`config.mk`:
```
export PLATFORM = sky130hd
export DESIGN_NAME = usb_acia
export DESIGN_NICKNAME = d
export VERILOG_FILES = /design/src/rtl/usb_acia.sv
export SDC_FILE = /design/constraint.sdc
export NUM_CORES = 1
export LEC_CHECK = 0
export CORE_UTILIZATION = 24
export DETAILED_ROUTE_END_ITERATION = 16
export PLACE_DENSITY = 0.36
export RECOVER_POWER = 25
export SETUP_SLACK_MARGIN = 0.02
export SLEW_MARGIN = 10
export SYNTH_ARGS = -nofsm -noshare
export SYNTH_HDL_FRONTEND = slang
export SYNTH_SLANG_ARGS = --single-unit
```
`constraint.sdc`:
```
create_clock -name clk -period 2.1 [get_ports clk]
set_input_delay 0.21 -clock clk [delete_from_list [all_inputs] [get_ports clk]]
set_output_delay 0.21 -clock clk [all_outputs]
set_load 0.02 [all_outputs]
```
`src/rtl/usb_acia.sv`:
```
`default_nettype none
// ============================================================================
// Module      : usb_acia
// Description : 6850-style ACIA for a USB-serial bridge: CPU register
//               interface with E-clock commit, 8N1 transmitter and receiver.
// Revision    : 1.0 - initial release
// ============================================================================
module usb_acia #(
    parameter int CLKS_PER_BIT = 434
) (
    input  logic       clk,
    input  logic       reset,
    input  logic       E,
    input  logic       usbSelect,
    input  logic       rs,
    input  logic       readNotWrite,
    input  logic [7:0] dataIn,
    output logic [7:0] dataOut,
    output logic       irqN,
    output logic       txd,
    input  logic       rxd
);
    localparam logic [15:0] c_BIT_LAST  = 16'(CLKS_PER_BIT - 1);
    localparam logic [15:0] c_HALF_LAST = 16'(CLKS_PER_BIT / 2 - 1);

    localparam logic [1:0] c_IDLE  = 2'd0;
    localparam logic [1:0] c_START = 2'd1;
    localparam logic [1:0] c_DATA  = 2'd2;
    localparam logic [1:0] c_STOP  = 2'd3;

    // Bus attributes are captured while E is high and committed on its fall.
    logic       r_prevE;
    logic       r_prevSel;
    logic       r_prevRs;
    logic       r_prevRnw;
    logic [7:0] r_prevData;

    always_ff @(posedge clk) begin
        if (reset) begin
            r_prevE    <= 1'b0;
            r_prevSel  <= 1'b0;
            r_prevRs   <= 1'b0;
            r_prevRnw  <= 1'b0;
            r_prevData <= 8'h00;
        end else begin
            r_prevE    <= E;
            r_prevSel  <= usbSelect;
            r_prevRs   <= rs;
            r_prevRnw  <= readNotWrite;
            r_prevData <= dataIn;
        end
    end

    logic w_commit;
    logic w_ctrlWrite;
    logic w_masterReset;
    logic w_txWrite;
    logic w_rxRead;

    assign w_commit      = r_prevE & r_prevSel & ~E;
    assign w_ctrlWrite   = w_commit & ~r_prevRs & ~r_prevRnw;
    assign w_masterReset = w_ctrlWrite & (r_prevData[1:0] == 2'b11);
    assign w_txWrite     = w_commit & r_prevRs & ~r_prevRnw;
    assign w_rxRead      = w_commit & r_prevRs & r_prevRnw;

    logic r_rie;
    logic r_tie;

    always_ff @(posedge clk) begin
        if (reset || w_masterReset) begin
            r_rie <= 1'b0;
            r_tie <= 1'b0;
        end else if (w_ctrlWrite) begin
            r_rie <= r_prevData[7];
            r_tie <= (r_prevData[6:5] == 2'b01);
        end
    end

    // ------------------------------------------------------------------ TX
    logic [1:0]  r_txState;
    logic [15:0] r_txCnt;
    logic [2:0]  r_txBit;
    logic [7:0]  r_txShift;
    logic [7:0]  r_txHold;
    logic        r_tdre;
    logic        r_txd;
    logic        w_txBitEnd;

    assign w_txBitEnd = (r_txCnt == c_BIT_LAST);

    always_ff @(posedge clk) begin
        if (reset) begin
            r_txState <= c_IDLE;
            r_txCnt   <= 16'd0;
            r_txBit   <= 3'd0;
            r_txShift <= 8'h00;
            r_txHold  <= 8'h00;
            r_tdre    <= 1'b1;
            r_txd     <= 1'b1;
        end else if (w_masterReset) begin
            r_txState <= c_IDLE;
            r_txBit   <= 3'd0;
            r_tdre    <= 1'b1;
            r_txd     <= 1'b1;
        end else begin
            if (r_txState != c_IDLE)
                r_txCnt <= w_txBitEnd ? 16'd0 : r_txCnt + 16'd1;
            case (r_txState)
                c_IDLE: begin
                    if (!r_tdre) begin
                        r_txShift <= r_txHold;
                        r_tdre    <= 1'b1;
                        r_txCnt   <= 16'd0;
                        r_txd     <= 1'b0;
                        r_txState <= c_START;
                    end
                end
                c_START: begin
                    if (w_txBitEnd) begin
                        r_txd     <= r_txShift[0];
                        r_txBit   <= 3'd0;
                        r_txState <= c_DATA;
                    end
                end
                c_DATA: begin
                    if (w_txBitEnd) begin
                        if (r_txBit == 3'd7) begin
                            r_txd     <= 1'b1;
                            r_txState <= c_STOP;
                        end else begin
                            r_txd     <= r_txShift[1];
                            r_txShift <= {1'b0, r_txShift[7:1]};
                            r_txBit   <= r_txBit + 3'd1;
                        end
                    end
                end
                default: begin
                    if (w_txBitEnd) begin
                        // Chain straight into the next start bit when a byte waits.
                        if (!r_tdre) begin
                            r_txShift <= r_txHold;
                            r_tdre    <= 1'b1;
                            r_txd     <= 1'b0;
                            r_txState <= c_START;
                        end else begin
                            r_txState <= c_IDLE;
                        end
                    end
                end
            endcase
            if (w_txWrite) begin
                r_txHold <= r_prevData;
                r_tdre   <= 1'b0;
            end
        end
    end

    // ------------------------------------------------------------------ RX
    logic r_rxSync1;
    logic r_rxSync2;
    logic r_rxPrev;

    always_ff @(posedge clk) begin
        if (reset) begin
            r_rxSync1 <= 1'b1;
            r_rxSync2 <= 1'b1;
            r_rxPrev  <= 1'b1;
        end else begin
            r_rxSync1 <= rxd;
            r_rxSync2 <= r_rxSync1;
            r_rxPrev  <= r_rxSync2;
        end
    end

    logic [1:0]  r_rxState;
    logic [15:0] r_rxCnt;
    logic [2:0]  r_rxBit;
    logic [7:0]  r_rxShift;
    logic [7:0]  r_rxData;
    logic        r_rdrf;
    logic        r_ovrn;
    logic        r_fe;
    logic        w_rdrfHeld;

    // A read committing alongside completion frees the register for the new byte.
    assign w_rdrfHeld = r_rdrf & ~w_rxRead;

    always_ff @(posedge clk) begin
        if (reset) begin
            r_rxState <= c_IDLE;
            r_rxCnt   <= 16'd0;
            r_rxBit   <= 3'd0;
            r_rxShift <= 8'h00;
            r_rxData  <= 8'h00;
            r_rdrf    <= 1'b0;
            r_ovrn    <= 1'b0;
            r_fe      <= 1'b0;
        end else if (w_masterReset) begin
            r_rxState <= c_IDLE;
            r_rxBit   <= 3'd0;
            r_rdrf    <= 1'b0;
            r_ovrn    <= 1'b0;
            r_fe      <= 1'b0;
        end else begin
            if (w_rxRead) begin
                r_rdrf <= 1'b0;
                r_ovrn <= 1'b0;
                r_fe   <= 1'b0;
            end
            case (r_rxState)
                c_IDLE: begin
                    if (r_rxPrev && !r_rxSync2) begin
                        r_rxCnt   <= 16'd0;
                        r_rxState <= c_START;
                    end
                end
                c_START: begin
                    if (r_rxCnt == c_HALF_LAST) begin
                        r_rxCnt   <= 16'd0;
                        r_rxBit   <= 3'd0;
                        r_rxState <= r_rxSync2 ? c_IDLE : c_DATA;
                    end else begin
                        r_rxCnt <= r_rxCnt + 16'd1;
                    end
                end
                c_DATA: begin
                    if (r_rxCnt == c_BIT_LAST) begin
                        r_rxCnt   <= 16'd0;
                        r_rxShift <= {r_rxSync2, r_rxShift[7:1]};
                        r_rxBit   <= r_rxBit + 3'd1;
                        if (r_rxBit == 3'd7)
                            r_rxState <= c_STOP;
                    end else begin
                        r_rxCnt <= r_rxCnt + 16'd1;
                    end
                end
                default: begin
                    if (r_rxCnt == c_BIT_LAST) begin
                        r_rxCnt   <= 16'd0;
                        r_rxState <= c_IDLE;
                        if (w_rdrfHeld) begin
                            r_ovrn <= 1'b1;
                        end else begin
                            r_rxData <= r_rxShift;
                            r_rdrf   <= 1'b1;
                            r_fe     <= ~r_rxSync2;
                        end
                    end else begin
                        r_rxCnt <= r_rxCnt + 16'd1;
                    end
                end
            endcase
        end
    end

    // ------------------------------------------------------------ CPU side
    logic       w_irq;
    logic [7:0] w_status;
    logic       r_irqN;

    assign w_irq    = (r_rie & (r_rdrf | r_ovrn)) | (r_tie & r_tdre);
    assign w_status = {w_irq, 1'b0, r_ovrn, r_fe, 2'b00, r_tdre, r_rdrf};

    always_ff @(posedge clk) begin
        if (reset || w_masterReset)
            r_irqN <= 1'b1;
        else
            r_irqN <= ~w_irq;
    end

    assign dataOut = (usbSelect && readNotWrite) ? (rs ? r_rxData : w_status) : 8'h00;
    assign irqN    = r_irqN;
    assign txd     = r_txd;

endmodule
`default_nettype wire

```
==> impl_metrics.json, run 1 <==
{
  "status": "finished, violations left",
  "violations": "DRC, capacitance limit, slew limit",
  "rows": 49,
  "power_density_mw_per_mm2": 734.7,
  "synth_top_area_frac": 0.4330,
  "die_h_um": 138.7,
  "clock_skew_ps": 6.838,
  "synth.distinct_cells": 58,
  "layout_min_cycle_time_ps": 1930,
  "worst_hold_path_type": "reg -> reg",
  "boundaryPins": 25,
  "yosysMostFrequentCell": "dfxtp_1",
  "ys_seq_area_frac": 0.4330,
  "synth_cells": 498,
  "detail-route-antenna-nets": 0,
  "drt_iter0_drc": 269,
  "cts.sinks": 97,
  "synth-edff-count": 0,
  "antenna_cells": 0,
  "critPathRequiredTime_ps": 2380,
  "ir_drop_v": 0.0003667,
  "tritoncts": "done",
  "grt.total_usage": 0.1210,
  "path_clk_slew_ps": 70,
  "syn_area_per_cell_sq_um": 9.005,
  "drt-vias-per-instance": 4.708,
  "reg2reg_from": "r_txCnt[6]$_SDFFE_PP0N_",
  "maxSlewHeadroom": -0.1088,
  "grt_start_max_net_pins": 37,
  "drive_above_1_share": 0.1462,
  "slew_viol_final": 37,
  "place_inst": 772,
  "htreeDepth": 3,
  "nets": 585,
  "path_max_fanout": 8,
  "stdcell_area_sq_mm": 0.005683,
  "antenna_found_initial": 0,
  "dp_hpwl_um": 7936,
  "core-area_sq_mm": 0.01815,
  "fin_cells": 790,
  "clockBufferDepth": 2,
  "setup.worst_path.start_class": "flop",
  "holdCritStartpoint": "r_rxSync1$_SDFF_PP1_",
  "syn-cell-area_sq_mm": 0.004484,
  "finalHoldViolCount": 0,
  "crit_start": "r_txCnt[6]$_SDFFE_PP0N_",
  "crit_type": "reg -> reg",
  "rsz0062_at_grt": "true",
  "synthFlopType": "dfxtp_1",
  "clock_latency_ps": 350,
  "cts-root-buf": "clkbuf_16",
  "grt_pass1_wl_um": 18640,
  "cts_buffers": 9,
  "routed_wl_um": 11050,
  "synth_nets": 526,
  "num-fill-cells": 1907,
  "wl_per_cell_um": 13.98,
  "max_freq_mhz": 518.1,
  "start_util": 0.2471,
  "grt_overflow_total": 0,
  "place_congestion": 0.7190,
  "synthTopCellsByCount": "97 x dfxtp_1, 64 x nor2_1, 51 x nand2_1",
  "endpoint_kind": "flop",
  "remaining_drc_errors": 2,
  "io_buffers": 24,
  "finalCritPeriodShare": 0.9191,
  "power.leakage_nw": 2.032,
  "ys_seq_elements": 97,
  "die-area_sq_mm": 0.01923,
  "grt_pass1_vias": 3642,
  "place_area_sq_mm": 0.005280,
  "synthArstFlopShare": 0,
  "drv_cap": 1,
  "postCtsHoldBufs": 0,
  "yosysWarningCount": 0,
  "die_width_um": 138.7,
  "arrival_ps": 2210,
  "area_growth_pct": 26.73,
  "drtPass1Iterations": 10,
  "vias": 3719,
  "setup_tns_ps": 0,
  "finalSetupViolCount": 0,
  "synth_top_area_cell": "dfxtp_1",
  "synthTopCellsByArea": "dfxtp_1 43%, mux2i_1 8.5%, nor2_1 5.4%, nand2_1 4.3%, ha_1 3.6%",
  "worst_slew_pin_slew_ps": 1663
}
-- sequential cells by signal, indices dropped and copies added (netlist names), 2 cells and up --
signal      flops
r_rxShift       8
r_rxData        8
r_txCnt        16
r_txState       2
r_rxBit         3
r_txHold        8
r_rxState       2
r_txBit         3
r_txShift       8
r_prevData      8
r_rxCnt        16
-- metrics by stage --
| step | total power (W) | hold slack, ps | setup WS, ps | util |
|---|---|---|---|---|
| after floorplan | 0.002136 | 313.8 | 249.5 | - |
| after global placement | 0.002311 | 399.6 | 9.076 | 0.2910 |
| after detailed placement | 0.002310 | 395.0 | 2.050 | 0.2910 |
| after CTS | 0.004239 | 330.2 | 34.53 | 0.3100 |
| after global routing | 0.004379 | 410.1 | 9.559 | 0.3132 |
| final | 0.004175 | 410.0 | 170.0 | 0.3132 |
-- routing by layer --
metal  global-route usage  routed length (um)
met2               0.1857                4768
met4              0.04971                 167
met5                    0                   0
met3              0.02106                 285
met1               0.1673                5823
-- critical path, cell delays in order (launching register included) --
cell and delay (ps):
dfxtp_1 370, nor4_1 360, and4_1 300, buf_4 130, buf_4 160, o21ai_0 100, nor2_1 230, mux2i_1 210
-- worst paths after layout --
kind | endpoint | slack [ps] | cells after the start
worst min register to register | r_rxSync2$_SDFF_PP1_ | 410 | 1
worst min-delay path | r_rxSync2$_SDFF_PP1_ | 410 | 1
worst max-delay path | r_txState[1]$_SDFFE_PP0P_ | 170 | 7
worst max register to register | r_txState[1]$_SDFFE_PP0P_ | 170 | 7
-- what timing repair did --
item | CTS | global route
endpoints found under the setup margin | 1 | 23
gates cloned | 0 | 0
resized for setup | 1 | 8
pin swaps | 0 | 6
buffers inserted | 0 | 3
-- power by group --
group | total (W) | switching [W] | internal, W
clock | 0.00190 | 0.000736 | 0.00116
sequential | 0.00190 | 0.0000275 | 0.00187
combinational | 0.000376 | 0.000200 | 0.000176
-- cell type report --
type                       instances  area (sq um)  area share
clock buffer                       9         225.2     0.03963
timing repair buffer              71         635.6      0.1118
clock inverter                     6         115.1     0.02026
tap                              229         286.5     0.05042
multi-input combinational        368          2441      0.4295
inverter                          10         37.54    0.006605
sequential                        97          1942      0.3417
-- placed cells by master (no fill, tap or decap), types with 3 or more instances in the layout --
master            n
a211oi_1          9
a21oi_1          25
a2bb2oi_1         4
and3_1            6
and4_1            5
buf_12            4
buf_4            40
bufinv_16         3
clkbuf_1          3
clkbuf_16         9
clkdlybuf4s50_1  20
dfxtp_1          97
ha_1             13
inv_1            10
mux2i_1          38
nand2_1          51
nand3_1          12
nand3b_1          4
nand4_1          11
nand4b_1          3
nor2_1           63
nor2b_1          15
nor3_1           13
nor3b_1           3
nor4_1            7
nor4_4            3
nor4b_1           4
o211ai_1          3
o21ai_0          13
or2_2             5
or3_1             4
xnor2_1          15
-- cell families (layout without fill, tap and decap cells) --
group | after synthesis | count (layout) | share of synthesized area
buf+inv | 33 | 96 | 0.02986
mux | 39 | 39 | 0.08733
xor+xnor | 15 | 15 | 0.02930
fa+ha+maj | 13 | 13 | 0.03627
flops | 97 | 97 | 0.4330
compound gates | 74 | 74 | 0.1083
simple gates | 227 | 227 | 0.2760
(Power assumes the default switching activity.)
==> inputs of run 2 (changes only) <==
--- a/config.mk
+++ b/config.mk
@@ -7,6 +7,7 @@
 export LEC_CHECK = 0
 export CORE_UTILIZATION = 24
 export DETAILED_ROUTE_END_ITERATION = 16
+export GPL_TIMING_DRIVEN = 1
 export PLACE_DENSITY = 0.36
 export RECOVER_POWER = 25
 export SETUP_SLACK_MARGIN = 0.02
==> constraint.sdc (replaced) <==
create_clock -name clk -period 1.9 [get_ports clk]
set_input_delay 0.19 -clock clk [delete_from_list [all_inputs] [get_ports clk]]
set_output_delay 0.19 -clock clk [all_outputs]
set_load 0.02 [all_outputs]
==> run 2 against run 1 <==
  * The run ends with DRC left
  * Final area increased by 6.2%
  * Final cell count increased by 4.8%
  * Global-route usage increased by 0.64 points
  * Flip-flop and latch count unchanged
  * Via count increased by 4.2%
  * Die area unchanged
  * Clock power decreased by 2%
  * Critical path type unchanged
  * Critical endpoint is now r_rxBit[0]$_SDFFE_PP0P_
  * Largest power group unchanged
==> impl_metrics.json, run 2 (synthesized netlist as in run 1, its figures left out) <==
{
  "dp_hpwl_um": 8242,
  "grt_overflow_total": 0,
  "nets": 622,
  "detail-route-antenna-nets": 0,
  "cpLargestDelayFamily": "simple AND/OR/NAND/NOR gates",
  "area_growth_pct": 34.57,
  "cts.sinks": 97,
  "crit_type": "reg -> reg",
  "power_w": 0.004437,
  "arrival_ps": 2060,
  "vias": 3877,
  "die-area_sq_mm": 0.01923,
  "grt.total_usage": 0.1274,
  "wl_per_cell_um": 14.01,
  "clock_latency_ps": 360,
  "worst_hold_path_type": "in -> reg",
  "worst_slew_pin_slew_ps": 662.2,
  "rsz0062_at_grt": "true",
  "antenna_found_initial": 0,
  "post-place-ws_ps": -213.6,
  "slew_viol_final": 0,
  "setup_tns_ps": 0,
  "violations": "DRC",
  "critPathRequiredTime_ps": 2150,
  "power.leakage_nw": 2.282,
  "routed_wl_um": 11600,
  "die_width_um": 138.7,
  "status": "finished, violations left",
  "io_buffers": 24,
  "drive_above_1_share": 0.2321,
  "place_inst": 804,
  "fin_cells": 828,
  "grt_pass1_vias": 3754,
  "grt_pass1_wl_um": 19390,
  "reg_top3": "r_rxCnt x16, r_txCnt x16",
  "start_util": 0.2471,
  "finalCritPeriodShare": 0.9526,
  "max_freq_mhz": 552.5,
  "die_h_um": 138.7,
  "cpMaxStageDelayCell": "dfxtp_1",
  "clockBufferDepth": 2,
  "clock_skew_ps": 5.313,
  "final_cell_mix": "92 x dfxtp_1, 75 x buf_4, 60 x nor2_1",
  "endpoint_kind": "flop",
  "maxSlewHeadroom": 0.5585,
  "drv_cap": 0,
  "path_clk_slew_ps": 70,
  "boundaryPins": 25,
  "finalHoldViolCount": 0,
  "rows": 49,
  "cts-root-buf": "clkbuf_16",
  "grt_start_max_net_pins": 30,
  "crit_path_max_incr_delay_ps": 420,
  "ir_drop_v": 0.0004347,
  "layout_min_cycle_time_ps": 1810,
  "finalSetupViolCount": 0,
  "power_density_mw_per_mm2": 735.2,
  "setup.worst_path.start_class": "flop",
  "path_max_fanout": 5,
  "core-area_sq_mm": 0.01815,
  "htreeDepth": 3,
  "final_common_cell": "dfxtp_1",
  "place_congestion": 0.7414,
  "path_buf_inv": 0,
  "cts_buffers": 9,
  "remaining_drc_errors": 2,
  "drt_iter0_drc": 265,
  "cp_cell_sequence": "and4_1, nand4_1, or3b_4, nor3b_2, mux2_2",
  "tritoncts": "done",
  "setup_ws_ps": 90.09,
  "drt-vias-per-instance": 4.682,
  "antenna_cells": 0,
  "drtPass1Iterations": 10
}
## run 2: changes by cell type in the layout (fill, tap and decap cells not counted), moves of 3 or more
| cell | delta |
|---|---|
| dfxtp_2 | +3 |
| clkdlybuf4s50_1 | -3 |
| dfxtp_1 | -5 |
| nor2_2 | +3 |
| nor4_1 | -3 |
| buf_4 | +35 |
| nor2_1 | -3 |
## run 2: path summary, 6_finish.rpt
check	from	end	slack, ps	cells after the start
max	r_rxCnt[6]$_SDFFE_PP0P_	r_rxBit[0]$_SDFFE_PP0P_	90	5
min	reset	r_txCnt[0]$_SDFFE_PP0N_	320	2
min reg2reg	r_rxSync1$_SDFF_PP1_	r_rxSync2$_SDFF_PP1_	420	1
max reg2reg	r_rxCnt[6]$_SDFFE_PP0P_	r_rxBit[0]$_SDFFE_PP0P_	90	5
## run 2: per-layer routing
metal | vias up | GRT usage | part of all wire
met5 | - | 0 | 0
met4 | 0 | 0.05848 | 0.019
met3 | 13 | 0.02141 | 0.029
met2 | 50 | 0.1964 | 0.45
met1 | 1840 | 0.1737 | 0.51
li1 | 1974 | - | -
## run 2: where the power goes
part / total, W / internal (W) / switching (W)
clock: 0.00186 / 0.00103 / 0.000839
combinational: 0.000482 / 0.000235 / 0.000247
sequential: 0.00209 / 0.00207 / 0.0000242
## run 2: per-stage QoR
step                hold WS, ps  utilization  area (sq um)
global route              357.5       0.3325          6035
floorplan                 293.8            -          4484
global placement          399.9       0.3042          5520
detailed placement        401.1       0.3042          5520
CTS                       168.1       0.3263          5922
finish                    324.1       0.3325          6035
## run 2: what timing repair did
action / in CTS / in global routing
hold endpoints to repair: 0 / 0
pin swaps: 3 / 11
gates cloned: 1 / 0
resized for setup: 9 / 34
setup endpoints to repair: 19 / 38
hold buffers: 0 / 0
buffers inserted: 5 / 2
## run 2: cell type report
cell class,instances,area (sq um)
inverters,10,37.54
clock buffers,10,229.0
repair buffers,108,920.9
well taps,229,286.5
clock inverters,6,68.82
flip-flops and latches,97,1953
fillers,1875,12110
multi-input cells,368,2539
## run 2: worst reg2reg max path: stages, from the launching register on
cell and delay (ps):
dfxtp_1 420, and4_1 280, nand4_1 150, or3b_4 410, nor3b_2 180, mux2_2 250
